[src/rtl/alu_muldiv.sv]
// alu_muldiv: iterative RV32M multiply/divide unit, fixed 34-cycle latency per op.
// Define ALU_MULDIV_DIV_EN to build the divider; otherwise divide ops return 0.
module alu_muldiv #(
    parameter int XLEN = 32
) (
    input  logic            clk,
    input  logic            rst_n,
    input  logic            start,
    input  logic [2:0]      op,
    input  logic [XLEN-1:0] aluA,
    input  logic [XLEN-1:0] aluB,
    output logic            busy,
    output logic            done,
    output logic [XLEN-1:0] result
);
    typedef enum logic [1:0] {IDLE, PREP, CALC, FIN} state_t;
    state_t            r_state, w_next;
    logic [2:0]        r_op;
    logic [XLEN-1:0]   r_a, r_b;
    logic [2*XLEN-1:0] r_acc;
    logic [4:0]        r_cnt;
    logic              r_neg;
    logic              w_div, w_a_sgn, w_b_sgn;
    logic [XLEN:0]     w_sum;
    logic [2*XLEN-1:0] w_p;
    logic [XLEN-1:0]   w_res;
`ifdef ALU_MULDIV_DIV_EN
    logic [XLEN:0]     w_rs;
    logic [XLEN+1:0]   w_diff;
    logic [XLEN-1:0]   w_d, w_dn;
`endif

    assign busy    = r_state != IDLE;
    assign w_div   = r_op[2];
    // Sign flags read the raw latched operands, before PREP replaces them with magnitudes
    assign w_a_sgn = r_a[XLEN-1] & (r_op == 3'b001 || r_op == 3'b010 || r_op == 3'b100 || r_op == 3'b110);
    assign w_b_sgn = r_b[XLEN-1] & (r_op == 3'b001 || r_op == 3'b100 || r_op == 3'b110);
    assign w_sum   = {1'b0, r_acc[2*XLEN-1:XLEN]} + (r_b[0] ? {1'b0, r_a} : '0);
    assign w_p     = r_neg ? -r_acc : r_acc;
`ifdef ALU_MULDIV_DIV_EN
    assign w_rs    = {r_acc[2*XLEN-1:XLEN], r_a[XLEN-1]};
    assign w_diff  = {1'b0, w_rs} - {2'b00, r_b};
    assign w_d     = r_op[1] ? r_acc[2*XLEN-1:XLEN] : r_acc[XLEN-1:0];
    assign w_dn    = r_neg ? -w_d : w_d;
    assign w_res   = w_div ? w_dn : (r_op[1:0] == 2'b00 ? w_p[XLEN-1:0] : w_p[2*XLEN-1:XLEN]);
`else
    assign w_res   = w_div ? '0 : (r_op[1:0] == 2'b00 ? w_p[XLEN-1:0] : w_p[2*XLEN-1:XLEN]);
`endif

    always_ff @(posedge clk or negedge rst_n) begin
        if (!rst_n) r_state <= IDLE;
        else        r_state <= w_next;
    end

    always_comb begin
        w_next = r_state;
        unique case (r_state)
            IDLE:    w_next = start ? PREP : IDLE;
            PREP:    w_next = CALC;
            CALC:    w_next = (r_cnt == 5'd31) ? FIN : CALC;
            default: w_next = IDLE;
        endcase
    end

    always_ff @(posedge clk or negedge rst_n) begin
        if (!rst_n) begin
            r_op   <= '0;
            r_a    <= '0;
            r_b    <= '0;
            r_acc  <= '0;
            r_cnt  <= '0;
            r_neg  <= 1'b0;
            done   <= 1'b0;
            result <= '0;
        end else begin
            done <= r_state == FIN;
            if (r_state == IDLE && start) begin
                r_op <= op;
                r_a  <= aluA;
                r_b  <= aluB;
            end
            if (r_state == PREP) begin
                r_a   <= w_a_sgn ? -r_a : r_a;
                r_b   <= w_b_sgn ? -r_b : r_b;
                r_acc <= '0;
                r_cnt <= '0;
                // A zero divisor keeps the all-ones quotient un-negated; REM follows the dividend
                r_neg <= (r_op == 3'b110) ? w_a_sgn : (w_a_sgn ^ w_b_sgn) & (!w_div || r_b != '0);
            end
            if (r_state == CALC) begin
                r_cnt <= r_cnt + 5'd1;
                if (!w_div) begin
                    r_acc <= {w_sum, r_acc[XLEN-1:1]};
                    r_b   <= r_b >> 1;
                end
`ifdef ALU_MULDIV_DIV_EN
                else begin
                    r_acc <= w_diff[XLEN+1] ? {w_rs[XLEN-1:0], r_acc[XLEN-2:0], 1'b0}
                                            : {w_diff[XLEN-1:0], r_acc[XLEN-2:0], 1'b1};
                    r_a   <= r_a << 1;
                end
`endif
            end
            if (r_state == FIN) result <= w_res;
        end
    end
endmodule

[config.mk]
export PLATFORM = sky130hd
export DESIGN_NAME = alu_muldiv
export DESIGN_NICKNAME = d
export VERILOG_FILES = /design/src/rtl/alu_muldiv.sv
export SDC_FILE = /design/constraint.sdc
export NUM_CORES = 1
export LEC_CHECK = 0
export ABC_AREA = 1
export CAP_MARGIN = 20
export CORE_UTILIZATION = 35
export DETAILED_ROUTE_END_ITERATION = 12
export SLEW_MARGIN = 10
export SYNTH_ARGS = -nofsm -noshare
export SYNTH_HDL_FRONTEND = slang
export SYNTH_SLANG_ARGS = --single-unit
[constraint.sdc]
create_clock -name clk -period 3.85 [get_ports clk]
set_input_delay 0.77 -clock clk [delete_from_list [all_inputs] [get_ports clk]]
set_output_delay 0.77 -clock clk [all_outputs]
set_load 0.02 [all_outputs]
==> flow_metrics.py <==
metrics = {
    "placed_design": {
        "portBuffers": 103,
        "place_ws_ns": 0.834,
        "dpl.cell_count": 2746,
        "gp_congestion": 0.930,
        "hpwl_microns": 34800,
    },
    "power": {
        "p_total_mw": 12.3,
        "vdd_drop_max_v": 0.000488,
        "p_per_area_mw_per_mm2": 777,
        "p_leak_nw": 7.58,
    },
    "sta": {
        "setup_viol": 0,
        "slew-limit-headroom": 0.337,
        "drv_slew": 0,
        "postLayoutSetupSlackWorst_ns": 1.02,
        "fin_tns_setup_ns": 0,
        "max_freq_mhz": 353,
        "clock_skew_ns": 0.0138,
        "period_share": 0.736,
        "period_needed_ns": 2.83,
        "rsz0062_at_grt": "false",
        "tightest_slew_ns": 0.991,
        "hold_violations": 0,
    },
    "worst_setup_path": {
        "end_kind": "register",
        "path_class": "reg -> reg",
        "crit_chain": "nand2_1, inv_1, ha_1, nand3_1, nand3_1, inv_1, o21ai_0, nand2_1, nand2_1, nand2_1, nand2_1, nand2_1, nand3_1, o21ai_0",
        "setup.worst_path.start_class": "register",
        "reg2reg_from": "r_b[0]",
        "worst_path_most_repeated_cell": "nand2_1",
        "startpoint": "r_b[0]",
        "cp_slowest_cell": "dfrtp_1",
        "worstPathMaxFanout": 33,
        "critical_path_arrival_ns": 3.15,
        "worstPathRequired_ns": 4.17,
        "critPathMaxStageDelay_ns": 0.97,
    },
    "flow_run": {
        "drv_cap": 0,
    },
    "yosys": {
        "synthesis.area_sq_mm": 0.0138,
        "ys_warn_count": 0,
        "syn_nets": 2299,
        "ys.flop_type": "dfrtp_1",
        "synth-async-reset-ratio": 1.00,
        "postSynthAreaPerCell_sq_um": 6.32,
        "yosys_register_bits": 172,
        "synthDistinctLibCells": 54,
        "syn_inst": 2187,
        "ys_seq_area_frac": 0.311,
        "synth-edff-count": 0,
    },
    "floorplanning": {
        "rows": 72,
        "dieWidth_microns": 201,
        "core_sq_mm": 0.0388,
        "start_util": 0.356,
        "die_h_microns": 201,
        "die_area_sq_mm": 0.0403,
        "ios": 104,
    },
    "cts": {
        "cts.clk_slew.worst_paths_ns": 0.07,
        "post_cts_resized": 0,
        "cts-hold-fix-buffers": 0,
        "clockRootBuffer": "clkbuf_16",
        "cts.sinks": 172,
        "postCtsSetupBuffers": 0,
        "htree_levels": 4,
        "clk_latency_ns": 0.46,
        "cts_max_path_buffers": 2,
        "cts_tree": "yes",
        "cts_buffers": 17,
    },
    "finish": {
        "syn_to_final_growth_pct": 14.9,
        "final_cells": 2778,
        "layout_commonest_cell": "nand2_1",
        "diodes": 0,
        "layout_common_cells": "nand2_1, nor2_1, nand3_1, inv_1, dfrtp_1",
        "final_core_util": 0.409,
        "layout-drive-gt1-share": 0.0562,
        "fin_nets": 2359,
        "fillers": 4180,
    },
    "drt": {
        "drt_pre_antenna_iters": 5,
        "post-route-drc-count": 0,
        "wire_per_inst_microns": 16.5,
        "ant_nets": 0,
        "vias": 14684,
        "vias_per_cell": 5.29,
        "drtIter0Drc": 1047,
        "finalWirelength_microns": 45900,
    },
    "grt": {
        "grt_pass1_vias": 14042,
        "grt_antenna_before_repair": 0,
        "grt_max_degree": 75,
        "grt-ovfl-total": 0,
        "grt.total_usage": 0.232,
        "grt_pass1_wl_microns": 74900,
    },
    "hold_path": {
        "hold_class": "in -> async",
    },
    "run_status": {
        "status": "complete, no violations",
    },
}
## stage by stage
stage	hold slack, ns	area (sq um)
after floorplan	0.456	13800
after global placement	0.463	15300
after detailed placement	0.466	15300
after CTS	0.337	15900
after global routing	0.350	15900
final	0.304	15900
## cell families (layout without fill, tap and decap cells)
logic type | Yosys count | count (layout) | synth area share
AO/OA/AOI/OAI | 387 | 387 | 0.156
flip-flops | 172 | 172 | 0.311
AND/OR/NAND/NOR | 1242 | 1242 | 0.390
adder cells (fa/ha/maj) | 42 | 42 | 0.0385
buffers and inverters | 328 | 401 | 0.0940
XOR/XNOR | 16 | 16 | 0.0101
## area by class of cell
class	count	area [sq um]	share of cell area
Clock inverter	8	111	0.00701
Multi-Input combinational cell	1687	8250	0.519
Timing Repair Buffer	116	1140	0.0719
Clock buffer	24	482	0.0303
Sequential cell	172	4310	0.271
Inverter	253	952	0.0599
Tap cell	518	648	0.0408
## registers in the layout, indices dropped and copies added (netlist names)
signal   cells
done         1
r_a         32
r_acc       64
r_b         32
r_cnt        5
r_neg        1
r_op         3
r_state      2
result      32
## power breakdown
part | switching [mW] | internal, mW
registers | 0.884 | 2.48
clock network | 0.799 | 1.01
logic | 4.77 | 2.39
total | 6.45 | 5.89
## worst max-delay path, delay by kind of cell (launching register included)
kind | cells | cell delay [ns]
and+or+nand+nor | 9 | 0.97
AOI/OAI and AO/OA | 2 | 0.38
buffers and inverters | 2 | 0.20
DFF | 1 | 0.97
adders and majority gates | 1 | 0.18
## final timing paths
path / to / slack, ns / cells after the start
setup reg to reg: r_acc[48] / 1.02 / 14
hold / removal: result[10] / 0.30 / 1
min in group clk: result[22] / 0.48 / 2
setup / recovery: r_acc[48] / 1.02 / 14
max in group asynchronous: r_b[30] / 2.65 / 2
hold reg to reg: result[22] / 0.48 / 2
## synth_stat cells (5+ instances only)
| library cell | number | area [sq um] |
|---|---|---|
| xor2_1 | 12 | 105 |
| nand3_2 | 7 | 70.1 |
| nand2_4 | 5 | 56.3 |
| clkbuf_1 | 40 | 150 |
| a31oi_1 | 20 | 125 |
| nor2_2 | 10 | 62.6 |
| nand3b_1 | 9 | 67.6 |
| nand3_1 | 238 | 1190 |
| o22ai_1 | 47 | 294 |
| nor3_1 | 22 | 110 |
| o21ai_0 | 124 | 621 |
| nand4_1 | 35 | 219 |
| nor2_4 | 8 | 90.1 |
| ha_1 | 41 | 513 |
| a21oi_1 | 134 | 671 |
| inv_1 | 227 | 852 |
| buf_1 | 9 | 33.8 |
| nor2_1 | 308 | 1160 |
| inv_2 | 21 | 78.8 |
| nand2_2 | 16 | 100 |
| o211ai_1 | 12 | 90.1 |
| o21ai_1 | 21 | 105 |
| buf_2 | 20 | 100 |
| dfrtp_1 | 172 | 4300 |
| nand2_1 | 567 | 2130 |
## routing by layer
metal | vias up | global-route usage | part of all wire
li1 | 7341 | - | -
met1 | 6867 | 0.319 | 0.47
met2 | 413 | 0.375 | 0.46
met3 | 63 | 0.0373 | 0.052
met4 | 0 | 0.0673 | 0.022
met5 | - | 0 | 0
(Power assumes the default switching activity.)
